**src/rtl/mem_arb_pkg.sv**
```systemverilog
`default_nettype none
// ============================================================================
//  Module   : mem_arb_pkg
//  Purpose  : Shared types and constants for the unified-memory port arbiter.
//             Holds the arbiter state encoding, the word size in bytes,
//             default parameter values and the beat-offset helper.
//  Revision : 1.0  initial release
// ============================================================================
package mem_arb_pkg;

    // Two-state arbiter: the port is either free for the core or owned by a burst.
    typedef enum logic [0:0] {
        ARB_IDLE = 1'b0,
        ARB_LOAD = 1'b1
    } arb_state_t;

    localparam int WORD_BYTES         = 4;
    localparam int DEF_LEN_W          = 8;
    localparam int DEF_TIMEOUT_CYCLES = 64;

    // Byte offset of word 'idx' from the burst base; wraps modulo 2^32.
    function automatic logic [31:0] word_offset(input logic [31:0] idx);
        return idx * 32'(WORD_BYTES);
    endfunction

endpackage
`default_nettype wire

```
**src/rtl/burst_addr_gen.sv**
```systemverilog
`default_nettype none
// ============================================================================
//  Module   : burst_addr_gen
//  Purpose  : Burst bookkeeping for the program loader. Latches the burst
//             base address and length, counts accepted beats and produces
//             the current write address and a last-beat flag.
//  Ports    : clk, rst    - clock, asynchronous active-high reset
//             i_load      - latch i_base/i_len and clear the beat counter
//             i_base      - burst start byte address
//             i_len       - beat count (0 encodes 2^LEN_W)
//             i_adv       - a beat was written this cycle
//             o_addr      - byte address of the current beat
//             o_last      - current beat is the final one of the burst
//  Revision : 1.0  initial release
// ============================================================================
module burst_addr_gen
    import mem_arb_pkg::*;
#(
    parameter int LEN_W = DEF_LEN_W
) (
    input  logic             clk,
    input  logic             rst,
    input  logic             i_load,
    input  logic [31:0]      i_base,
    input  logic [LEN_W-1:0] i_len,
    input  logic             i_adv,
    output logic [31:0]      o_addr,
    output logic             o_last
);

    logic [31:0]      r_base;
    logic [LEN_W-1:0] r_len;
    logic [LEN_W-1:0] r_cnt;
    logic [LEN_W-1:0] w_len_m1;

    always_ff @(posedge clk or posedge rst) begin
        if (rst) begin
            r_base <= '0;
            r_len  <= '0;
            r_cnt  <= '0;
        end else if (i_load) begin
            r_base <= i_base;
            r_len  <= i_len;
            r_cnt  <= '0;
        end else if (i_adv) begin
            r_cnt  <= r_cnt + 1'b1;
        end
    end

    // A length of 0 underflows to all-ones, so the last beat is index
    // 2^LEN_W-1: the zero encoding falls out of the modular subtraction.
    assign w_len_m1 = r_len - 1'b1;
    assign o_last   = (r_cnt == w_len_m1);
    assign o_addr   = r_base + word_offset(32'(r_cnt));

endmodule
`default_nettype wire

```
**src/rtl/mem_port_arbiter.sv**
```systemverilog
`default_nettype none
// ============================================================================
//  Module   : mem_port_arbiter
//  Purpose  : Shares the single port of the unified instruction/data memory
//             between the multi-cycle core (one word per grant) and a burst
//             program loader (consecutive-address write bursts). A fairness
//             flag alternates service when both requesters are active.
//  Ports    : clk, rst                      - clock, async active-high reset
//             core_req/we/addr/wdata        - core access request
//             core_gnt                      - core access performed this cycle
//             core_rvalid/core_rdata        - registered read response
//             ld_req/base/len               - loader burst request
//             ld_valid/ld_data/ld_ready     - loader beat handshake
//             ld_busy/ld_done/ld_err        - loader burst status
//             mem_addr/wdata/we, mem_rdata  - memory port
//  Config   : ARB_TIMEOUT_EN - abort a burst after TIMEOUT_CYCLES consecutive
//             cycles without a beat and pulse ld_err.
//  Revision : 1.0  initial release
// ============================================================================
module mem_port_arbiter
    import mem_arb_pkg::*;
#(
    parameter int TIMEOUT_CYCLES = DEF_TIMEOUT_CYCLES,
    parameter int LEN_W          = DEF_LEN_W
) (
    input  logic             clk,
    input  logic             rst,
    input  logic             core_req,
    input  logic             core_we,
    input  logic [31:0]      core_addr,
    input  logic [31:0]      core_wdata,
    output logic             core_gnt,
    output logic             core_rvalid,
    output logic [31:0]      core_rdata,
    input  logic             ld_req,
    input  logic [31:0]      ld_base,
    input  logic [LEN_W-1:0] ld_len,
    input  logic             ld_valid,
    input  logic [31:0]      ld_data,
    output logic             ld_ready,
    output logic             ld_busy,
    output logic             ld_done,
    output logic             ld_err,
    output logic [31:0]      mem_addr,
    output logic [31:0]      mem_wdata,
    output logic             mem_we,
    input  logic [31:0]      mem_rdata
);

    arb_state_t  r_state;
    arb_state_t  w_next;
    logic        r_last_ld;
    logic        r_rvalid;
    logic [31:0] r_rdata;
    logic        r_done;
    logic        r_err;

    logic        w_gnt;
    logic        w_we;
    logic [31:0] w_addr;
    logic [31:0] w_wdata;
    logic        w_ld_win;
    logic        w_beat;
    logic        w_burst_end;
    logic        w_abort;
    logic        w_timeout;
    logic [31:0] w_burst_addr;
    logic        w_last;

    burst_addr_gen #(
        .LEN_W (LEN_W)
    ) u_addr_gen (
        .clk    (clk),
        .rst    (rst),
        .i_load (w_ld_win),
        .i_base (ld_base),
        .i_len  (ld_len),
        .i_adv  (w_beat),
        .o_addr (w_burst_addr),
        .o_last (w_last)
    );

`ifdef ARB_TIMEOUT_EN
    localparam int TO_W = $clog2(TIMEOUT_CYCLES + 1);

    logic [TO_W-1:0] r_idle_cnt;

    // Counts consecutive beat-less cycles inside a burst; any beat, or
    // leaving the burst, restarts the count.
    always_ff @(posedge clk or posedge rst) begin
        if (rst) begin
            r_idle_cnt <= '0;
        end else if ((r_state != ARB_LOAD) || ld_valid) begin
            r_idle_cnt <= '0;
        end else begin
            r_idle_cnt <= r_idle_cnt + 1'b1;
        end
    end

    // Fires on the TIMEOUT_CYCLES-th consecutive idle cycle.
    assign w_timeout = (r_state == ARB_LOAD) && !ld_valid &&
                       (r_idle_cnt == TO_W'(TIMEOUT_CYCLES - 1));
`else
    assign w_timeout = 1'b0;

    // The loader may stall indefinitely; TIMEOUT_CYCLES is kept only so both
    // builds present the same parameter list.
    if (TIMEOUT_CYCLES < 1) begin : g_timeout_unused
    end
`endif

    // Next-state and port muxing.
    always_comb begin
        w_next      = r_state;
        w_gnt       = 1'b0;
        w_we        = 1'b0;
        w_addr      = '0;
        w_wdata     = '0;
        w_ld_win    = 1'b0;
        w_beat      = 1'b0;
        w_burst_end = 1'b0;
        w_abort     = 1'b0;
        case (r_state)
            ARB_IDLE: begin
                // The loader yields to a waiting core only if it was served last.
                if (ld_req && (!core_req || !r_last_ld)) begin
                    w_ld_win = 1'b1;
                    w_next   = ARB_LOAD;
                end else if (core_req) begin
                    w_gnt   = 1'b1;
                    w_we    = core_we;
                    w_addr  = core_addr;
                    w_wdata = core_wdata;
                end
            end
            ARB_LOAD: begin
                if (ld_valid) begin
                    w_beat  = 1'b1;
                    w_we    = 1'b1;
                    w_addr  = w_burst_addr;
                    w_wdata = ld_data;
                    if (w_last) begin
                        w_burst_end = 1'b1;
                        w_next      = ARB_IDLE;
                    end
                end else if (w_timeout) begin
                    w_abort = 1'b1;
                    w_next  = ARB_IDLE;
                end
            end
            default: begin
                w_next = ARB_IDLE;
            end
        endcase
    end

    always_ff @(posedge clk or posedge rst) begin
        if (rst) begin
            r_state   <= ARB_IDLE;
            r_last_ld <= 1'b0;
            r_rvalid  <= 1'b0;
            r_rdata   <= '0;
            r_done    <= 1'b0;
            r_err     <= 1'b0;
        end else begin
            r_state <= w_next;
            if (w_gnt) begin
                r_last_ld <= 1'b0;
            end else if (w_burst_end || w_abort) begin
                r_last_ld <= 1'b1;
            end
            r_rvalid <= w_gnt && !core_we;
            if (w_gnt && !core_we) begin
                r_rdata <= mem_rdata;
            end
            r_done <= w_burst_end;
            r_err  <= w_abort;
        end
    end

    // The combinational paths are masked by rst so nothing reaches the
    // memory or the core while reset is asserted.
    assign core_gnt    = w_gnt & ~rst;
    assign mem_we      = w_we & ~rst;
    assign mem_addr    = rst ? 32'h0 : w_addr;
    assign mem_wdata   = rst ? 32'h0 : w_wdata;
    assign core_rvalid = r_rvalid;
    assign core_rdata  = r_rdata;
    assign ld_busy     = (r_state == ARB_LOAD);
    assign ld_ready    = (r_state == ARB_LOAD);
    assign ld_done     = r_done;
    assign ld_err      = r_err;

endmodule
`default_nettype wire

```
**config.mk**
```make
export PLATFORM = sky130hd
export DESIGN_NAME = mem_port_arbiter
export DESIGN_NICKNAME = d
export VERILOG_FILES = /design/src/rtl/mem_arb_pkg.sv /design/src/rtl/burst_addr_gen.sv /design/src/rtl/mem_port_arbiter.sv
export SDC_FILE = /design/constraint.sdc
export NUM_CORES = 1
export LEC_CHECK = 0
export CAP_MARGIN = 0
export CORE_MARGIN = 3
export CORE_UTILIZATION = 42
export DETAILED_ROUTE_END_ITERATION = 8
export GPL_ROUTABILITY_DRIVEN = 0
export GPL_TIMING_DRIVEN = 1
export MAX_ROUTING_LAYER = met4
export PLACE_DENSITY = 0.87
export RECOVER_POWER = 25
export REMOVE_ABC_BUFFERS = 1
export SYNTH_ARGS = -nofsm -noshare
export SYNTH_HDL_FRONTEND = slang
export SYNTH_SLANG_ARGS = --single-unit
```
**constraint.sdc**
```tcl
create_clock -name clk -period 6.3 [get_ports clk]
set_input_delay 1.575 -clock clk [delete_from_list [all_inputs] [get_ports clk]]
set_output_delay 1.575 -clock clk [all_outputs]
set_load 0.01 [all_outputs]
```
==> flow_metrics.env, run 1 <==
export IMPL_nets=887
export IMPL_multiInputGateArea_um2=2650
export IMPL_crit_type="reg2out"
export IMPL_synth_seq_cells=84
export IMPL_ctsHoldBuffers=0
export IMPL_cts_sinks=84
export IMPL_synthArstFlopShare_pct=100
export IMPL_synth_cells=441
export IMPL_ant_nets=0
export IMPL_n_fill_cell=805
export IMPL_worstSetupEndpointType="output pin"
export IMPL_relSlewSlack_pct=-12.2
export IMPL_status="complete, but fails checks"
export IMPL_die_y_um=114
export IMPL_post_cts_buffers=0
export IMPL_crit_path_start_kind="register"
export IMPL_wl_um=17600
export IMPL_vias=4718
export IMPL_period_minus_slack_ps=5360
export IMPL_power_mw=2.71
export IMPL_seq_area_um2=2100
export IMPL_avgSynthCellArea_um2=11.1
export IMPL_cts_tree="built"
export IMPL_power_leakage_nw=3.41
export IMPL_maxCapViolations=2
export IMPL_drc=0
export IMPL_synth_edf_count=0
export IMPL_cts_buffers=9
export IMPL_rows=38
export IMPL_drt_iter0_drc=204
export IMPL_grt_start_max_net_pins=67
export IMPL_crit_arrival_ps=3780
export IMPL_dp_hpwl_um=13500
export IMPL_boundaryPins=277
export IMPL_die_width_um=114
export IMPL_rr_worst_depth=4
export IMPL_routedWlPerCell_um=20.8
export IMPL_clock_skew_ps=6.30
export IMPL_slew_viol_final=71
export IMPL_layout_drive_gt1_share_pct=14.0
export IMPL_via_per_inst=5.57
export IMPL_violations="max-capacitance violations, max-slew violations"
export IMPL_io_buffer_count=275
export IMPL_hold_viol_final=0
export IMPL_start_util_pct=44.1
export IMPL_cts_resized=0
export IMPL_setup_viol=0
export IMPL_peakVddDrop_v=0.000205
export IMPL_worstPathRequired_ps=4720
export IMPL_hold_depth=1
export IMPL_clockBufferDepth=2
export IMPL_yosys_warnings=0
export IMPL_cp_max_fo=11
export IMPL_core_um2=11100
export IMPL_finalCritPeriodShare_pct=85.0
export IMPL_finalSetupTns_ps=0
export IMPL_flow_area_growth_from_synthesis_pct=65.1
export IMPL_path_clk_slew_ps=60
export IMPL_n_antenna_cell=0
export IMPL_cts_root_buffer="clkbuf_16"
export IMPL_grt_pass1_vias=5073
export IMPL_grt_usage_pct=27.1
export IMPL_antenna_found_initial=0
export IMPL_max_clock_freq_ghz=0.187
export IMPL_grt_setup_unrepaired="no"
export IMPL_htreeDepth=3
export IMPL_grt_overflow_total=0
export IMPL_ys_seq_area_share_pct=42.8
export IMPL_hold_path_class="reg2reg"
export IMPL_die_area_um2=13000
export IMPL_dr_pass1_iters=4
export IMPL_grt_pass1_wl_um=26700
export IMPL_worst_pin_slew_ps=1680
export IMPL_clk_latency_ps=340
export IMPL_synth_cell_type_count=53
export IMPL_syn_area_um2=4910
export IMPL_ys_flop_type="dfrtp_1"
export IMPL_powerDensity_nw_per_um2=335
==> area by class of cell <==
type / instances / share of cell area, %
clock buffers: 12 / 2.92
clock inverters: 4 / 0.912
inverters: 13 / 0.618
multi-input cells: 314 / 32.7
flip-flops and latches: 84 / 26.0
well taps: 140 / 2.16
repair buffers: 280 / 34.7
==> final timing paths <==
path                            slack (ps)           startpoint                  end
worst max-delay path                   940  u_addr_gen.r_cnt[0]         mem_addr[26]
worst min-delay path                   500       core_rdata[18]       core_rdata[18]
worst max register to register        3550              ld_busy       core_rdata[25]
worst min register to register         500       core_rdata[18]       core_rdata[18]
max in group asynchronous             2760                  rst  u_addr_gen.r_len[2]
min in group asynchronous             2240                  rst  u_addr_gen.r_cnt[0]
==> cell usage after synthesis (all sizes together), types with 8 or more instances <==
master,n,area [um^2]
a21oi,8,40.0
a22o,60,526
buf,16,86.3
clkbuf,14,52.6
dfrtp,84,2100
ha,10,125
inv,13,48.8
mux2,67,754
nand2,25,93.8
nor2,18,67.6
o21ai,17,85.1
xnor2,15,131
xor2,23,201
==> cell families after synthesis <==
group                      Yosys count  synth area share [%]
other                                1                0.0764
xor gates and xnor gates            38                  6.78
DFF                                 84                  42.8
buffers and inverters               43                  3.83
and+or+nand+nor                     87                  10.7
AOI/OAI and AO/OA                  110                  17.4
muxes                               67                  15.4
adders and majority gates           11                  2.96
==> metrics by stage <==
stage	utilization, %	hold WS, ps	std cells	instance area, um^2	setup slack [ps]
after global placement	70.0	490	831	7790	1120
after global routing	72.8	518	847	8100	757
after floorplan	-	481	411	4770	274
final	72.8	496	847	8100	944
after detailed placement	70.0	495	831	7790	1050
after CTS	72.8	508	847	8100	997
==> cell usage in the layout, fill, tap and decap left out, types with 10 or more instances in the layout <==
cell type and count:
a22o_1 60, dlygate4sd3_1 32, nor2_1 15, nand2_1 25, dfrtp_1 84, clkdlybuf4s50_1 243, inv_1 12, xor2_1 23
xnor2_1 15, ha_1 10, mux2_2 67, o21ai_0 16
==> state kept, by name (all words and copies together) (netlist names) <==
name and cells:
core_rdata 32, core_rvalid 1, ld_busy 1, ld_done 1, r_last_ld 1, u_addr_gen.r_base 32, u_addr_gen.r_cnt 8, u_addr_gen.r_len 8
==> per-layer routing <==
metal,part of all wire (%),up-vias,global-route usage (%)
li1,-,2169,-
met1,36,2305,28.0
met2,54,213,50.2
met3,7.4,31,6.61
met4,2.7,0,9.03
met5,0,-,-
==> power by group <==
group / switching [mW] / internal [mW]
Clock: 0.207 / 0.348
Combinational: 0.522 / 0.673
Sequential: 0.204 / 0.757
Total: 0.933 / 1.78
==> critical path: stages (launching register included) <==
cell and delay, ps:
dfrtp_1 480, ha_1 270, inv_1 70, fa_1 380, nand2b_1 230, a21oi_1 290, a21oi_1 400, nor4_2 430
xor2_1 210, a22o_1 150, clkdlybuf4s50_1 530
Note: power is estimated with default switching activity, not from simulation.
==> run 2: changes to the inputs <==
==> constraint.sdc (replaced) <==
create_clock -name clk -period 6.3 [get_ports clk]
set_input_delay 1.26 -clock clk [delete_from_list [all_inputs] [get_ports clk]]
set_output_delay 1.26 -clock clk [all_outputs]
set_load 0.01 [all_outputs]
==> flow_metrics.env, run 2 (synthesis gave the netlist of run 1 again) <==
export IMPL_drt_iter0_drc=232
export IMPL_slew_viol_final=34
export IMPL_most_common_layout_cells="clkdlybuf4s50_1 (239), dfrtp_1 (84), mux2_2 (67)"
export IMPL_die_area_um2=13000
export IMPL_cts_root_buffer="clkbuf_16"
export IMPL_period_minus_slack_ps=5170
export IMPL_hold_viol_final=0
export IMPL_ant_nets=0
export IMPL_die_width_um=114
export IMPL_relSlewSlack_pct=-16.3
export IMPL_maxCapViolations=1
export IMPL_grt_pass1_vias=4992
export IMPL_post_cts_buffers=0
export IMPL_worstPathRequired_ps=5040
export IMPL_pre_cts_ws_ps=1190
export IMPL_worst_pin_slew_ps=1740
export IMPL_clk_latency_ps=330
export IMPL_swShare_pct=34.4
export IMPL_layout_drive_gt1_share_pct=14.3
export IMPL_nets=888
export IMPL_crit_type="in2out"
export IMPL_worst_hold_slack_ps=497
export IMPL_p_switching_uw=912
export IMPL_die_y_um=114
export IMPL_power_leakage_nw=3.41
export IMPL_n_fill_cell=791
export IMPL_via_per_inst=5.57
export IMPL_rrSetupSlack_ps=3490
export IMPL_worstSetupEndpointType="output pin"
export IMPL_status="complete, but fails checks"
export IMPL_rows=38
export IMPL_hold_path_class="reg2reg"
export IMPL_htreeDepth=3
export IMPL_clock_skew_ps=2.57
export IMPL_vias=4726
export IMPL_finalCritPeriodShare_pct=82.0
export IMPL_flow_area_growth_from_synthesis_pct=64.4
export IMPL_crit_family="buffers and inverters"
export IMPL_cp_cell_sequence="dlygate4sd3_1 -> nand2_1 -> nor2_4 -> buf_4 -> a22o_1 -> clkdlybuf4s50_1"
export IMPL_core_um2=11100
export IMPL_grt_setup_unrepaired="no"
export IMPL_powerDensity_nw_per_um2=329
export IMPL_grt_usage_pct=27.4
export IMPL_placed_cell_area_um2=7770
export IMPL_p_comb_share_pct=44.0
export IMPL_grt_pass1_wl_um=26900
export IMPL_path_clk_slew_ps=60
export IMPL_start_util_pct=44.1
export IMPL_ctsHoldBuffers=0
export IMPL_grt_start_max_net_pins=55
export IMPL_max_clock_freq_ghz=0.193
export IMPL_cts_tree="built"
export IMPL_final_cell_area_um2=8070
export IMPL_antenna_found_initial=1
export IMPL_dr_pass1_iters=4
export IMPL_finalSetupTns_ps=0
export IMPL_violations="max-capacitance violations, max-slew violations"
export IMPL_crit_arrival_ps=3910
export IMPL_clockBufferDepth=2
export IMPL_routedWlPerCell_um=20.7
export IMPL_grt_overflow_total=0
export IMPL_cts_buffers=9
export IMPL_crit_path_start_kind="primary input"
export IMPL_dp_hpwl_um=13500
export IMPL_setup_slack_ps=1130
export IMPL_power_frac_seq_pct=36.1
export IMPL_cp_slowest_cell="nor2_4"
export IMPL_io_buffer_count=275
export IMPL_drc=0
export IMPL_boundaryPins=277
export IMPL_peakVddDrop_v=0.000206
export IMPL_cp_max_fo=39
export IMPL_cts_resized=0
export IMPL_wl_um=17500
export IMPL_layout_commonest_cell="clkdlybuf4s50_1"
export IMPL_p_int_mw=1.74
export IMPL_max_stage_delay_ps=640
export IMPL_cts_sinks=84
export IMPL_setup_viol=0
export IMPL_path_buf_inv=3
export IMPL_fin_util_pct=72.5
export IMPL_power_frac_clock_pct=19.9
## run 2: through the flow
step                      std cells  power, mW
final                           849       2.65
after global routing            849       2.82
after CTS                       848       2.70
after detailed placement        832       2.16
after global placement          832       2.10
after floorplan                 411       1.59
## run 2: path summary, 6_finish.rpt
kind                                 from                  end  depth (start not counted)
min in group asynchronous             rst  u_addr_gen.r_cnt[3]                          2
hold / removal             core_rdata[20]       core_rdata[20]                          1
setup / recovery                 ld_valid         mem_wdata[0]                          6
hold reg to reg            core_rdata[20]       core_rdata[20]                          1
setup reg to reg                  ld_busy        core_rdata[0]                          4
max in group asynchronous             rst  u_addr_gen.r_len[5]                          3
## run 2: area by class of cell
| type | count | area [um^2] | share of cell area (%) |
|---|---|---|---|
| clock inverter | 4 | 48.8 | 0.605 |
| multi-input combinational | 314 | 2650 | 32.8 |
| clock buffer | 12 | 246 | 3.06 |
| sequential | 84 | 2100 | 26.1 |
| inverter | 13 | 50.0 | 0.620 |
| tap | 140 | 175 | 2.17 |
| timing repair buffer | 281 | 2790 | 34.6 |
| antenna | 1 | 2.50 | 0.0310 |
## run 2: power by group through the flow
stage / Clock, mW / Combinational (mW) / Sequential [mW]
final: 0.529 / 1.17 / 0.958
after global routing: 0.564 / 1.27 / 0.988
after CTS: 0.536 / 1.20 / 0.960
after detailed placement: 0 / 1.19 / 0.967
after global placement: 0 / 1.15 / 0.950
after floorplan: 0 / 0.634 / 0.953
## run 2: metal layers
metal	GRT usage [%]	part of all wire, %	vias to the layer above
li1	-	-	2158
met1	29.8	36	2307
met2	48.6	53	232
met3	6.82	8.2	29
met4	9.74	2.6	0
met5	-	0	-
